## src/rtl/lifo_stack_if.sv

```systemverilog
// lifo_stack_if
// Bundles the producer/consumer side of a lifo_stack into one port.
//   master : drives clear, push, pop, din; observes dout, count and flags
//   slave  : the stack itself, the mirror image of master
// CW is derived from DEPTH here so the count width always agrees with the
// stack instance that uses the same DEPTH.
interface lifo_stack_if #(
  parameter int WIDTH = 8,
  parameter int DEPTH = 8
);
  localparam int CW = $clog2(DEPTH + 1);

  logic             clear;
  logic             push;
  logic             pop;
  logic [WIDTH-1:0] din;
  logic [WIDTH-1:0] dout;
  logic [CW-1:0]    count;
  logic             empty;
  logic             full;
  logic             almost_full;
  logic             overflow;
  logic             underflow;

  modport master (
    output clear, push, pop, din,
    input  dout, count, empty, full, almost_full, overflow, underflow
  );

  modport slave (
    input  clear, push, pop, din,
    output dout, count, empty, full, almost_full, overflow, underflow
  );
endinterface

```

## src/rtl/lifo_stack.sv

```systemverilog
// lifo_stack
// Parametrised LIFO with same-cycle push+pop (top replace), occupancy,
// almost-full and sticky overflow/underflow flags.
// Ports:
//   clk   : rising-edge clock
//   reset : asynchronous active-high reset (empties stack, clears flags)
//   bus   : lifo_stack_if.slave carrying clear/push/pop/din in and
//           dout/count/empty/full/almost_full/overflow/underflow out
// The storage array has no reset; count is the only control state, so the
// top entry lives at count-1 and the next free slot at count.
module lifo_stack #(
  parameter int WIDTH       = 8,
  parameter int DEPTH       = 8,
  parameter int AFULL_LEVEL = DEPTH - 1
) (
  input logic         clk,
  input logic         reset,
  lifo_stack_if.slave bus
);
  localparam int CW = $clog2(DEPTH + 1);
  localparam int AW = (DEPTH > 1) ? $clog2(DEPTH) : 1;

  logic [WIDTH-1:0] mem [DEPTH];
  logic [CW-1:0]    count;
  logic             overflow;
  logic             underflow;

  logic             isEmpty;
  logic             isFull;
  logic [CW-1:0]    topFull;
  logic [AW-1:0]    topIdx;
  logic [AW-1:0]    wrIdx;
  logic             wrEn;

  // Index math is done at full count width and only then narrowed. The
  // narrowing is lossless because a write slot (count when not full) or a
  // top slot (count-1 when not empty) is always below DEPTH, so nothing
  // aliases even when DEPTH is not a power of two.
  always_comb begin
    isEmpty = (count == '0);
    isFull  = (count == CW'(DEPTH));
    topFull = count - CW'(1);
    topIdx  = topFull[AW-1:0];
    wrEn    = !bus.clear && bus.push && (bus.pop || !isFull);
    wrIdx   = (bus.pop && !isEmpty) ? topIdx : count[AW-1:0];
  end

  // Storage: a plain push writes the free slot, a push+pop on a non-empty
  // stack overwrites the top, and a push+pop on an empty stack lands in
  // slot 0 (which is count, so the same path covers it).
  always_ff @(posedge clk) begin
    if (wrEn) begin
      mem[wrIdx] <= din_q();
    end
  end

  function automatic logic [WIDTH-1:0] din_q();
    return bus.din;
  endfunction

  // Control state: clear dominates, then the {push,pop} decode. Rejected
  // operations leave count alone and latch the matching sticky flag.
  always_ff @(posedge clk or posedge reset) begin
    if (reset) begin
      count     <= '0;
      overflow  <= 1'b0;
      underflow <= 1'b0;
    end else if (bus.clear) begin
      count     <= '0;
      overflow  <= 1'b0;
      underflow <= 1'b0;
    end else begin
      case ({bus.push, bus.pop})
        2'b10: begin
          if (!isFull) count <= count + CW'(1);
          else         overflow <= 1'b1;
        end
        2'b01: begin
          if (!isEmpty) count <= count - CW'(1);
          else          underflow <= 1'b1;
        end
        2'b11: begin
          if (isEmpty) count <= CW'(1);
        end
        default: ;
      endcase
    end
  end

  // Status decode; dout is forced to zero when empty so the unreset array
  // never leaks onto the output.
  always_comb begin
    bus.count       = count;
    bus.empty       = isEmpty;
    bus.full        = isFull;
    bus.almost_full = (count >= CW'(AFULL_LEVEL));
    bus.overflow    = overflow;
    bus.underflow   = underflow;
    bus.dout        = isEmpty ? '0 : mem[topIdx];
  end
endmodule

```

## src/flat_wrapper.sv

```systemverilog
// flat-port wrapper written by rule: the top's interface ports become plain ports
module lifo_stack_flat 
#(
  parameter int WIDTH       = 8,
  parameter int DEPTH       = 8,
  parameter int AFULL_LEVEL = DEPTH - 1
)
  (clk, reset, bus_clear, bus_push, bus_pop, bus_din, bus_dout, bus_count, bus_empty, bus_full, bus_almost_full, bus_overflow, bus_underflow);
  lifo_stack_if #(.WIDTH(WIDTH), .DEPTH(DEPTH)) bus_i ();
  input logic clk;
  input logic reset;
  input wire logic [$bits(bus_i.clear)-1:0] bus_clear;
  input wire logic [$bits(bus_i.push)-1:0] bus_push;
  input wire logic [$bits(bus_i.pop)-1:0] bus_pop;
  input wire logic [$bits(bus_i.din)-1:0] bus_din;
  output wire logic [$bits(bus_i.dout)-1:0] bus_dout;
  output wire logic [$bits(bus_i.count)-1:0] bus_count;
  output wire logic [$bits(bus_i.empty)-1:0] bus_empty;
  output wire logic [$bits(bus_i.full)-1:0] bus_full;
  output wire logic [$bits(bus_i.almost_full)-1:0] bus_almost_full;
  output wire logic [$bits(bus_i.overflow)-1:0] bus_overflow;
  output wire logic [$bits(bus_i.underflow)-1:0] bus_underflow;
  assign bus_i.clear = bus_clear;
  assign bus_i.push = bus_push;
  assign bus_i.pop = bus_pop;
  assign bus_i.din = bus_din;
  assign bus_dout = bus_i.dout;
  assign bus_count = bus_i.count;
  assign bus_empty = bus_i.empty;
  assign bus_full = bus_i.full;
  assign bus_almost_full = bus_i.almost_full;
  assign bus_overflow = bus_i.overflow;
  assign bus_underflow = bus_i.underflow;
  lifo_stack #(.WIDTH(WIDTH), .DEPTH(DEPTH), .AFULL_LEVEL(AFULL_LEVEL)) u_core (.clk(clk), .reset(reset), .bus(bus_i));
endmodule
```

## config.mk

```make
export PLATFORM = sky130hd
export DESIGN_NAME = lifo_stack_flat
export DESIGN_NICKNAME = d
export VERILOG_FILES = /design/src/rtl/lifo_stack_if.sv /design/src/rtl/lifo_stack.sv /design/src/flat_wrapper.sv
export SDC_FILE = /design/constraint.sdc
export NUM_CORES = 1
export LEC_CHECK = 0
export CORE_MARGIN = 8
export CORE_UTILIZATION = 51
export CTS_CLUSTER_DIAMETER = 40
export DETAILED_ROUTE_END_ITERATION = 8
export PLACE_DENSITY = 0.8
export SLEW_MARGIN = 25
export SYNTH_ARGS = -nofsm -noshare
export SYNTH_HDL_FRONTEND = slang
export SYNTH_SLANG_ARGS = --single-unit
```

## constraint.sdc

```tcl
create_clock -name clk -period 2.6 [get_ports clk]
set_clock_uncertainty 0.1 [all_clocks]
set_input_delay 0.39 -clock clk [delete_from_list [all_inputs] [get_ports clk]]
set_output_delay 0.39 -clock clk [all_outputs]
set_load 0.02 [all_outputs]
```

==> impl_metrics.yaml, run 1 <==
logic_synthesis:
  synth_cells: 199
  ys_dominant_reg_cell: "edfxtp_1"
  ys_types: 40
  syn_area_sq_um: 3110
  yosys.area.top_type: "edfxtp_1"
  syn_nets: 217
  synth_top_area_share_pct: 61.8
  synth_seq_cells: 70
  yosysMostFrequentCell: "edfxtp_1"
  synthArstFlopShare_pct: 8.57
  yosysSeqAreaShare_pct: 66.7
  yosys-top-cells-count: "64 x edfxtp_1, 22 x nand2_1, 16 x mux4_2"
  synth_edf_count: 64
  synth.avg_cell_area_sq_um: 15.6
  synthTopCellsByArea: "edfxtp_1 62%, mux4_2 12%, dfrtp_1 4.8%, nand2_1 2.7%, a21oi_1 2.4%"
  yosysWarningCount: 0
sta:
  maxSlewHeadroom_pct: 60.6
  final_hold_viol_count: 0
  setup_violations: 0
  layout_min_cycle_time_ns: 2.53
  drv_slew: 0
  max_freq_mhz: 395
  fin_crit_sh_pct: 97.3
  final.setup.worst_slack_ns: 0.0702
  tightest_slew_ns: 0.585
power:
  pwr-share-comb_pct: 33.9
  p_int_uw: 2630
  total_switching_power_uw: 1150
  switching_share_pct: 30.5
  power_density_nw_per_um2: 961
  clkPwrFrac_pct: 30.8
  vdd_ir_drop_max_mv: 0.537
  p_seq_share_pct: 35.3
  finalPower_uw: 3780
  p_leak_uw: 0.00139
grt:
  antenna_found_initial: 0
  grt_use_total_pct: 15.9
  grt_max_degree: 25
  overflow: 0
  grt_pass1_wl_mm: 10.2
  grt_pass1_vias: 1879
finish:
  num-fill-cells: 397
  final_cell_area_sq_um: 3930
  syn_to_final_growth_pct: 26.6
  utilization_pct: 66.4
  final_layout_size_suffix_gt1_share_pct: 29.5
  final_cells: 329
  fin_nets: 267
  diodes: 0
floorplan:
  rows: 28
  dieArea_sq_um: 8850
  floorplan.initialDensity_pct: 52.5
  die_h_um: 94.1
  die_x_um: 94.1
  io_pins: 30
  core_area_sq_um: 5920
place:
  dpl.cell_count: 312
  gp_routability_congestion: 0.767
  io_buffer_count: 29
  hpwlAfterDp_mm: 4.27
  dp_slack_ns: 0.0127
  placed_cell_area_sq_um: 3650
status:
  outcome: "finished, final reports clean"
routing:
  post-route-drc-count: 0
  ant_nets: 0
  routedWlPerCell_um: 20.0
  viasPerCell: 5.78
  dr.pass1.iters: 4
  wl_mm: 6.59
  drtIter0Drc: 160
  vias: 1900
cts:
  clk_path_buf_depth: 2
  clock_sinks: 70
  clk_latency_ns: 0.35
  h-tree-depth: 3
  cts_tree: "yes"
  post-cts-setup-buffers: 0
  cts_made_buffers: 9
  ctsRootBufferMaster: "clkbuf_8"
  path_clk_slew_ns: 0.08
critical_path:
  critPathArrivalTime_ns: 2.04
  endpoint_kind: "output port"
  worstPathMaxFanout: 6
  critPathKind: "reg2out"
  worstPathRequired_ns: 2.11
  worst_setup_path_start_kind: "flop"
flow_run:
  maxCapViolations: 0
worst_hold_path:
  hp-class: "in2async"
flip-flops by register name, summed over array words and instances (netlist names):
| name | cells |
|---|---|
| u_core.bus.overflow | 1 |
| u_core.mem | 64 |
| u_core.bus.count | 4 |
| u_core.bus.underflow | 1 |
path summary, 6_finish.rpt:
| check | depth (start not counted) | startpoint | slack, ns | end |
|---|---|---|---|---|
| max | 7 | u_core.bus.count[0] | 0.07 | bus_dout[1] |
| min | 2 | reset | 0.15 | u_core.bus.overflow |
| max reg2reg | 6 | u_core.bus.count[0] | 0.19 | u_core.mem[2][3] |
| min reg2reg | 2 | u_core.bus.underflow | 0.40 | u_core.bus.underflow |
| max in group asynchronous | 2 | reset | 2.02 | u_core.bus.count[0] |
| min in group clk | 2 | u_core.bus.underflow | 0.40 | u_core.bus.underflow |
kinds of logic (layout without fill, tap and decap cells):
family,count (synthesis),count (layout),share of synthesized area [%]
adder cells (fa/ha/maj),5,5,2.01
flip-flops,70,70,66.7
XOR/XNOR,2,2,0.564
buffers and inverters,18,73,2.42
AND/OR/NAND/NOR,46,46,7.49
multiplexers,18,18,12.2
AO/OA/AOI/OAI,40,40,8.61
layout make-up:
type	instances	area [sq um]	area share, %
Timing Repair Buffer	50	455	11.6
Tap cell	75	93.8	2.39
Multi-Input combinational cell	111	1020	25.9
Inverter	7	26.3	0.668
Clock buffer	9	124	3.15
Clock inverter	7	143	3.63
Sequential cell	70	2070	52.7
stage by stage:
stage               TNS (ns)  hold slack [ns]
finish                     0            0.153
global route        -0.00496            0.207
CTS                  -0.0776            0.163
detailed placement         0            0.385
global placement           0            0.378
floorplan                  0           0.0809
power by group through the flow:
stage,combinational (uW),sequential [uW],clock (uW)
CTS,1270,1330,1170
global placement,1250,1350,0
finish,1280,1330,1160
detailed placement,1260,1360,0
global route,1360,1340,1220
floorplan,730,1360,0
repair_timing:
item | in CTS | in global routing
resized for setup | 22 | 10
hold buffers | 0 | 0
endpoints found under the setup margin | 9 | 8
pin swaps | 0 | 0
gates cloned | 1 | 0
worst max-delay path, stage by stage, from the launching register on:
cell and delay, ns:
dfrtp_2 0.41, inv_1 0.12, ha_4 0.18, xor2_1 0.23
buf_4 0.22, nand2_1 0.06, a21oi_1 0.14, clkdlybuf4s15_1 0.33
layer usage:
metal	up-vias	track usage, %	wire length (um)
met5	-	0	0
met4	0	7.13	104
met3	10	4.40	517
met2	76	25.1	3220
met1	934	20.0	2750
li1	880	-	-
placed cells by master, fill, tap and decap left out, types with 4 or more instances in the layout:
| master | instances |
|---|---|
| ha_1 | 4 |
| clkdlybuf4s50_1 | 20 |
| nand2_1 | 22 |
| clkbuf_2 | 4 |
| inv_1 | 7 |
| dfrtp_1 | 5 |
| o21ai_0 | 6 |
| a21oi_1 | 13 |
| bufinv_16 | 4 |
| mux4_2 | 16 |
| buf_4 | 19 |
| edfxtp_1 | 64 |
| clkbuf_8 | 9 |
| nor2_1 | 7 |
Note: power is estimated with default switching activity, not from simulation.
==> run 2, diff against run 1 <==
--- a/config.mk
+++ b/config.mk
@@ -8,8 +8,10 @@
 export CORE_MARGIN = 8
 export CORE_UTILIZATION = 51
 export CTS_CLUSTER_DIAMETER = 40
+export CTS_CLUSTER_SIZE = 14
 export DETAILED_ROUTE_END_ITERATION = 8
 export PLACE_DENSITY = 0.8
+export SETUP_SLACK_MARGIN = 0.15
 export SLEW_MARGIN = 25
 export SYNTH_ARGS = -nofsm -noshare
 export SYNTH_HDL_FRONTEND = slang
==> run 2 against run 1 <==
Sequential share of layout area is 2.3 points lower. Via count rose by 7.7%. Register-to-register slack got worse by 0.03 ns. Die area is the same. Combinational power rose by 21%. Largest cell class unchanged. Global-route usage up 0.81 points. Critical endpoint is now u_core.mem[4][6]. First-iteration DRC count down 30%. Critical path type is now reg2reg. Cell count rose by 6.4%. Non-clock buffer count is 21 higher. Hold slack improved by 0.026 ns.
==> impl_metrics.yaml, run 2 (synthesis gave the netlist of run 1 again) <==
critical_path:
  critPathKind: "reg2reg"
  critPathArrivalTime_ns: 2.41
  endpoint_kind: "flop"
  worst_setup_path_start_kind: "flop"
  slowest_stage: "or3b_4"
  worstPathRequired_ns: 2.56
  cpPeakStageDelay_ns: 0.48
  worstPathMaxFanout: 6
  crit_chain: "inv_2, ha_4, buf_6, and3b_2, a211oi_2, or3b_4, nor2b_4, buf_12"
grt:
  grt_pass1_wl_mm: 11.0
  use_met1_pct: 19.5
  met3_usage_pct: 4.00
  overflow: 0
  antenna_found_initial: 0
  grt_pass1_vias: 2121
  grt_max_degree: 25
  top_usage_layer: "met2"
  use_met2_pct: 27.7
  grt_use_total_pct: 16.7
routing:
  vias: 2047
  routedWlPerCell_um: 20.2
  wl_mm: 7.08
  viasPerCell: 5.85
  ant_nets: 0
  drtIter0Drc: 112
  dr.pass1.iters: 4
  post-route-drc-count: 0
finish:
  final_layout_size_suffix_gt1_share_pct: 41.1
  mostFrequentLayoutCell: "edfxtp_1"
  utilization_pct: 69.5
  mostFrequentLayoutCells: "64 x edfxtp_1, 30 x buf_4, 21 x nand2_1"
  top_register: "u_core.mem"
  fin_nets: 288
  largest_reg_flops: 64
  diodes: 0
  final_cells: 350
  reg_top3: "u_core.mem x64, u_core.bus.count x4"
  num-fill-cells: 393
  syn_to_final_growth_pct: 32.5
place:
  hpwlAfterDp_mm: 4.40
  dpl.cell_count: 313
  dp_slack_ns: -0.182
  io_buffer_count: 29
  gp_routability_congestion: 0.876
sta:
  maxSlewHeadroom_pct: 68.4
  tightest_slew_ns: 0.471
  fin_crit_sh_pct: 94.0
  setup_violations: 0
  hold_ws_ns: 0.179
  final_hold_viol_count: 0
  max_freq_mhz: 409
  layout_min_cycle_time_ns: 2.44
  rsz0062_at_grt: "yes"
  final.setup.worst_slack_ns: 0.155
  drv_slew: 0
power:
  power_density_nw_per_um2: 880
  vdd_ir_drop_max_mv: 0.559
  p_leak_uw: 0.00149
floorplan:
  rows: 28
  dieArea_sq_um: 8850
  die_h_um: 94.1
  core_area_sq_um: 5920
  floorplan.initialDensity_pct: 52.5
  io_pins: 30
  die_x_um: 94.1
worst_hold_path:
  hp-class: "in2async"
flow_run:
  maxCapViolations: 0
cts:
  clk_latency_ns: 0.34
  clock_sinks: 70
  path_clk_slew_ns: 0.08
  ctsRootBufferMaster: "clkbuf_8"
  h-tree-depth: 3
  clk_path_buf_depth: 2
  cts_made_buffers: 9
  cts_tree: "yes"
status:
  outcome: "finished, final reports clean"
[run 2: area by class of cell]
class	instances	area [sq um]	share of cell area, %
Clock buffer	10	128	3.10
Inverter	7	26.3	0.638
Multi-Input combinational cell	111	1100	26.6
Clock inverter	6	38.8	0.942
Tap cell	75	93.8	2.28
Timing Repair Buffer	71	661	16.0
Sequential cell	70	2070	50.4
[run 2: worst max-delay path, delay by kind of cell (launching register included)]
kind	cells	cell delay, ns
and+or+nand+nor	3	0.88
AOI/OAI and AO/OA	1	0.26
adders and majority gates	1	0.19
DFF	1	0.39
buffers and inverters	3	0.34
[run 2: per-layer routing]
| metal | wire (um) | up-vias |
|---|---|---|
| li1 | - | 915 |
| met1 | 2770 | 1021 |
| met2 | 3640 | 96 |
| met3 | 519 | 15 |
| met4 | 154 | 0 |
| met5 | 0 | - |
[run 2: where the power goes]
group / internal [uW] / switching, uW
registers: 1300 / 30.6
logic: 750 / 802
clock network: 343 / 401
[run 2: path summary, 6_finish.rpt]
kind / slack (ns) / cells after the start / end / startpoint
worst max-delay path: 0.16 / 8 / u_core.mem[4][6] / u_core.bus.count[1]
worst min-delay path: 0.18 / 2 / u_core.bus.underflow / reset
worst max register to register: 0.16 / 8 / u_core.mem[4][6] / u_core.bus.count[1]
worst min register to register: 0.41 / 2 / u_core.bus.overflow / u_core.bus.overflow
max in group asynchronous: 1.99 / 2 / u_core.bus.count[1] / reset
min in group clk: 0.41 / 2 / u_core.bus.overflow / u_core.bus.overflow
[run 2: repair_timing]
action,in CTS,in global routing
pin swaps,2,7
gates resized for setup,37,21
endpoints found under the setup margin,60,73
hold buffers,0,0
setup buffers,16,5
[run 2: stage by stage]
stage / cell area, sq um / total power (uW) / setup TNS (ns)
after floorplan: 3190 / 2160 / 0
after CTS: 4050 / 3530 / 0
after global placement: 3680 / 2630 / -0.272
after detailed placement: 3680 / 2660 / -0.909
final: 4120 / 3630 / 0
after global routing: 4120 / 3780 / 0
==> run 3, diff against run 2 <==
--- a/config.mk
+++ b/config.mk
@@ -10,8 +10,9 @@
 export CTS_CLUSTER_DIAMETER = 40
 export CTS_CLUSTER_SIZE = 14
 export DETAILED_ROUTE_END_ITERATION = 8
+export HOLD_SLACK_MARGIN = 0.15
 export PLACE_DENSITY = 0.8
-export SETUP_SLACK_MARGIN = 0.15
+export SETUP_SLACK_MARGIN = 0.5
 export SLEW_MARGIN = 25
 export SYNTH_ARGS = -nofsm -noshare
 export SYNTH_HDL_FRONTEND = slang
==> run 3 against run 2 <==
Combinational power is 24% higher. Design area increased by 6.7%. Setup slack improved by 0.093 ns. Die area stayed put. Hold slack improved by 0.0077 ns.
==> impl_metrics.yaml, run 3 (synthesis gave the netlist of run 1 again) <==
finish:
  final_cell_area_sq_um: 4390
  final_layout_size_suffix_gt1_share_pct: 49.6
  num-fill-cells: 330
  syn_to_final_growth_pct: 41.3
  mostFrequentLayoutCell: "edfxtp_1"
  largest_reg_flops: 64
  multi_input_area_sq_um: 1250
  utilization_pct: 74.2
  seqCellArea_sq_um: 2080
  diodes: 0
  reg_top3: "u_core.mem x64, u_core.bus.count x4"
  mostFrequentLayoutCells: "64 x edfxtp_1, 26 x buf_4, 16 x mux4_2"
  fin_nets: 289
  top_register: "u_core.mem"
sta:
  rsz0062_at_grt: "yes"
  maxSlewHeadroom_pct: 73.5
  fin_crit_sh_pct: 90.4
  final_hold_viol_count: 0
  setup_tns_ns: 0
  layout_min_cycle_time_ns: 2.35
  max_freq_mhz: 425
  drv_slew: 0
  setup_violations: 0
  tightest_slew_ns: 0.397
  hold_ws_ns: 0.187
  final.setup.worst_slack_ns: 0.248
critical_path:
  crit_family: "simple AND/OR/NAND/NOR gates"
  r2r-end: "u_core.mem[2][0]"
  endpoint_kind: "flop"
  rr_startpoint: "u_core.bus.count[1]"
  slowest_stage: "or3b_4"
  worst_setup_path_start_kind: "flop"
  crit_buf_inv: 2
  crit_chain: "inv_2, ha_4, nor3b_4, nor3_2, or3b_4, a21oi_4, buf_12"
  worstPathMaxFanout: 8
  critPathKind: "reg2reg"
  cp-startpoint: "u_core.bus.count[1]"
  critPathArrivalTime_ns: 2.31
  r2r_slack_ns: 0.25
  reg2reg_depth: 7
  cpPeakStageDelay_ns: 0.48
  worstPathRequired_ns: 2.56
place:
  hpwlAfterDp_mm: 4.43
  dp_slack_ns: 0.0829
  placed_cell_area_sq_um: 3730
  gp_routability_congestion: 0.805
  io_buffer_count: 29
routing:
  post-route-drc-count: 0
  ant_nets: 0
  routedWlPerCell_um: 22.7
  wl_mm: 7.97
  vias: 2151
  viasPerCell: 6.13
  dr.pass1.iters: 5
  drtIter0Drc: 127
floorplan:
  io_pins: 30
  die_h_um: 94.1
  rows: 28
  floorplan.initialDensity_pct: 52.5
  core_area_sq_um: 5920
  dieArea_sq_um: 8850
  die_x_um: 94.1
cts:
  path_clk_slew_ns: 0.08
  cts_tree: "yes"
  clock_sinks: 70
  ctsRootBufferMaster: "clkbuf_8"
  cts_hold_buf: 0
  cts_made_buffers: 9
  clk_latency_ns: 0.34
  h-tree-depth: 3
  clk_path_buf_depth: 2
grt:
  grt_max_degree: 18
  overflow: 0
  antenna_found_initial: 0
  grt_pass1_vias: 2171
  grt_use_total_pct: 17.9
  grt_pass1_wl_mm: 11.6
flow_run:
  maxCapViolations: 0
power:
  vdd_ir_drop_max_mv: 0.563
  pwr-share-comb_pct: 47.9
  clkPwrFrac_pct: 18.6
  total_switching_power_uw: 1420
  p_leak_uw: 0.00155
  p_seq_share_pct: 33.5
  p_int_uw: 2580
  power_density_nw_per_um2: 911
  switching_share_pct: 35.6
status:
  outcome: "finished, final reports clean"
worst_hold_path:
  hp-class: "in2async"
[run 3: power by group through the flow]
| stage | combinational [uW] | sequential [uW] | clock [uW] |
|---|---|---|---|
| 5_1_grt | 2000 | 1350 | 804 |
| 4_1_cts | 1730 | 1340 | 754 |
| 3_3_place_gp | 1380 | 1350 | 0 |
| 6_report | 1920 | 1340 | 746 |
| 3_5_place_dp | 1390 | 1360 | 0 |
| 2_1_floorplan | 942 | 1370 | 0 |
[run 3: how the worst max path moves through the flow]
stage	depth (start not counted)	to
global route	7	u_core.mem[2][4]
global placement	5	u_core.mem[2][3]
CTS	7	bus_dout[5]
floorplan	7	u_core.mem[2][0]
detailed placement	4	bus_dout[0]
finish	7	u_core.mem[2][0]
[run 3: final cells by class]
| type | count | area share [%] |
|---|---|---|
| Sequential cell | 70 | 47.3 |
| Inverter | 7 | 0.655 |
| Multi-Input combinational cell | 111 | 28.5 |
| Tap cell | 75 | 2.14 |
| Clock buffer | 10 | 2.91 |
| Timing Repair Buffer | 72 | 17.6 |
| Clock inverter | 6 | 0.855 |
[run 3: layer usage]
layer	GRT usage (%)	routed length [um]	up-vias
met3	5.12	659	27
met2	30.0	3960	117
met1	20.7	3090	1084
met5	0	0	-
met4	8.45	263	0
li1	-	-	923
[run 3: what timing repair did]
action                     in CTS  in global routing
setup endpoints to repair      77                 77
resized for setup              94                 17
gates cloned                    0                  1
pin swaps                      11                 13
setup buffers                  22                  7
[run 3: stage by stage]
stage	total power (uW)	std cells
floorplan	2310	199
global placement	2740	305
detailed placement	2750	305
CTS	3820	343
global route	4150	351
finish	4000	351
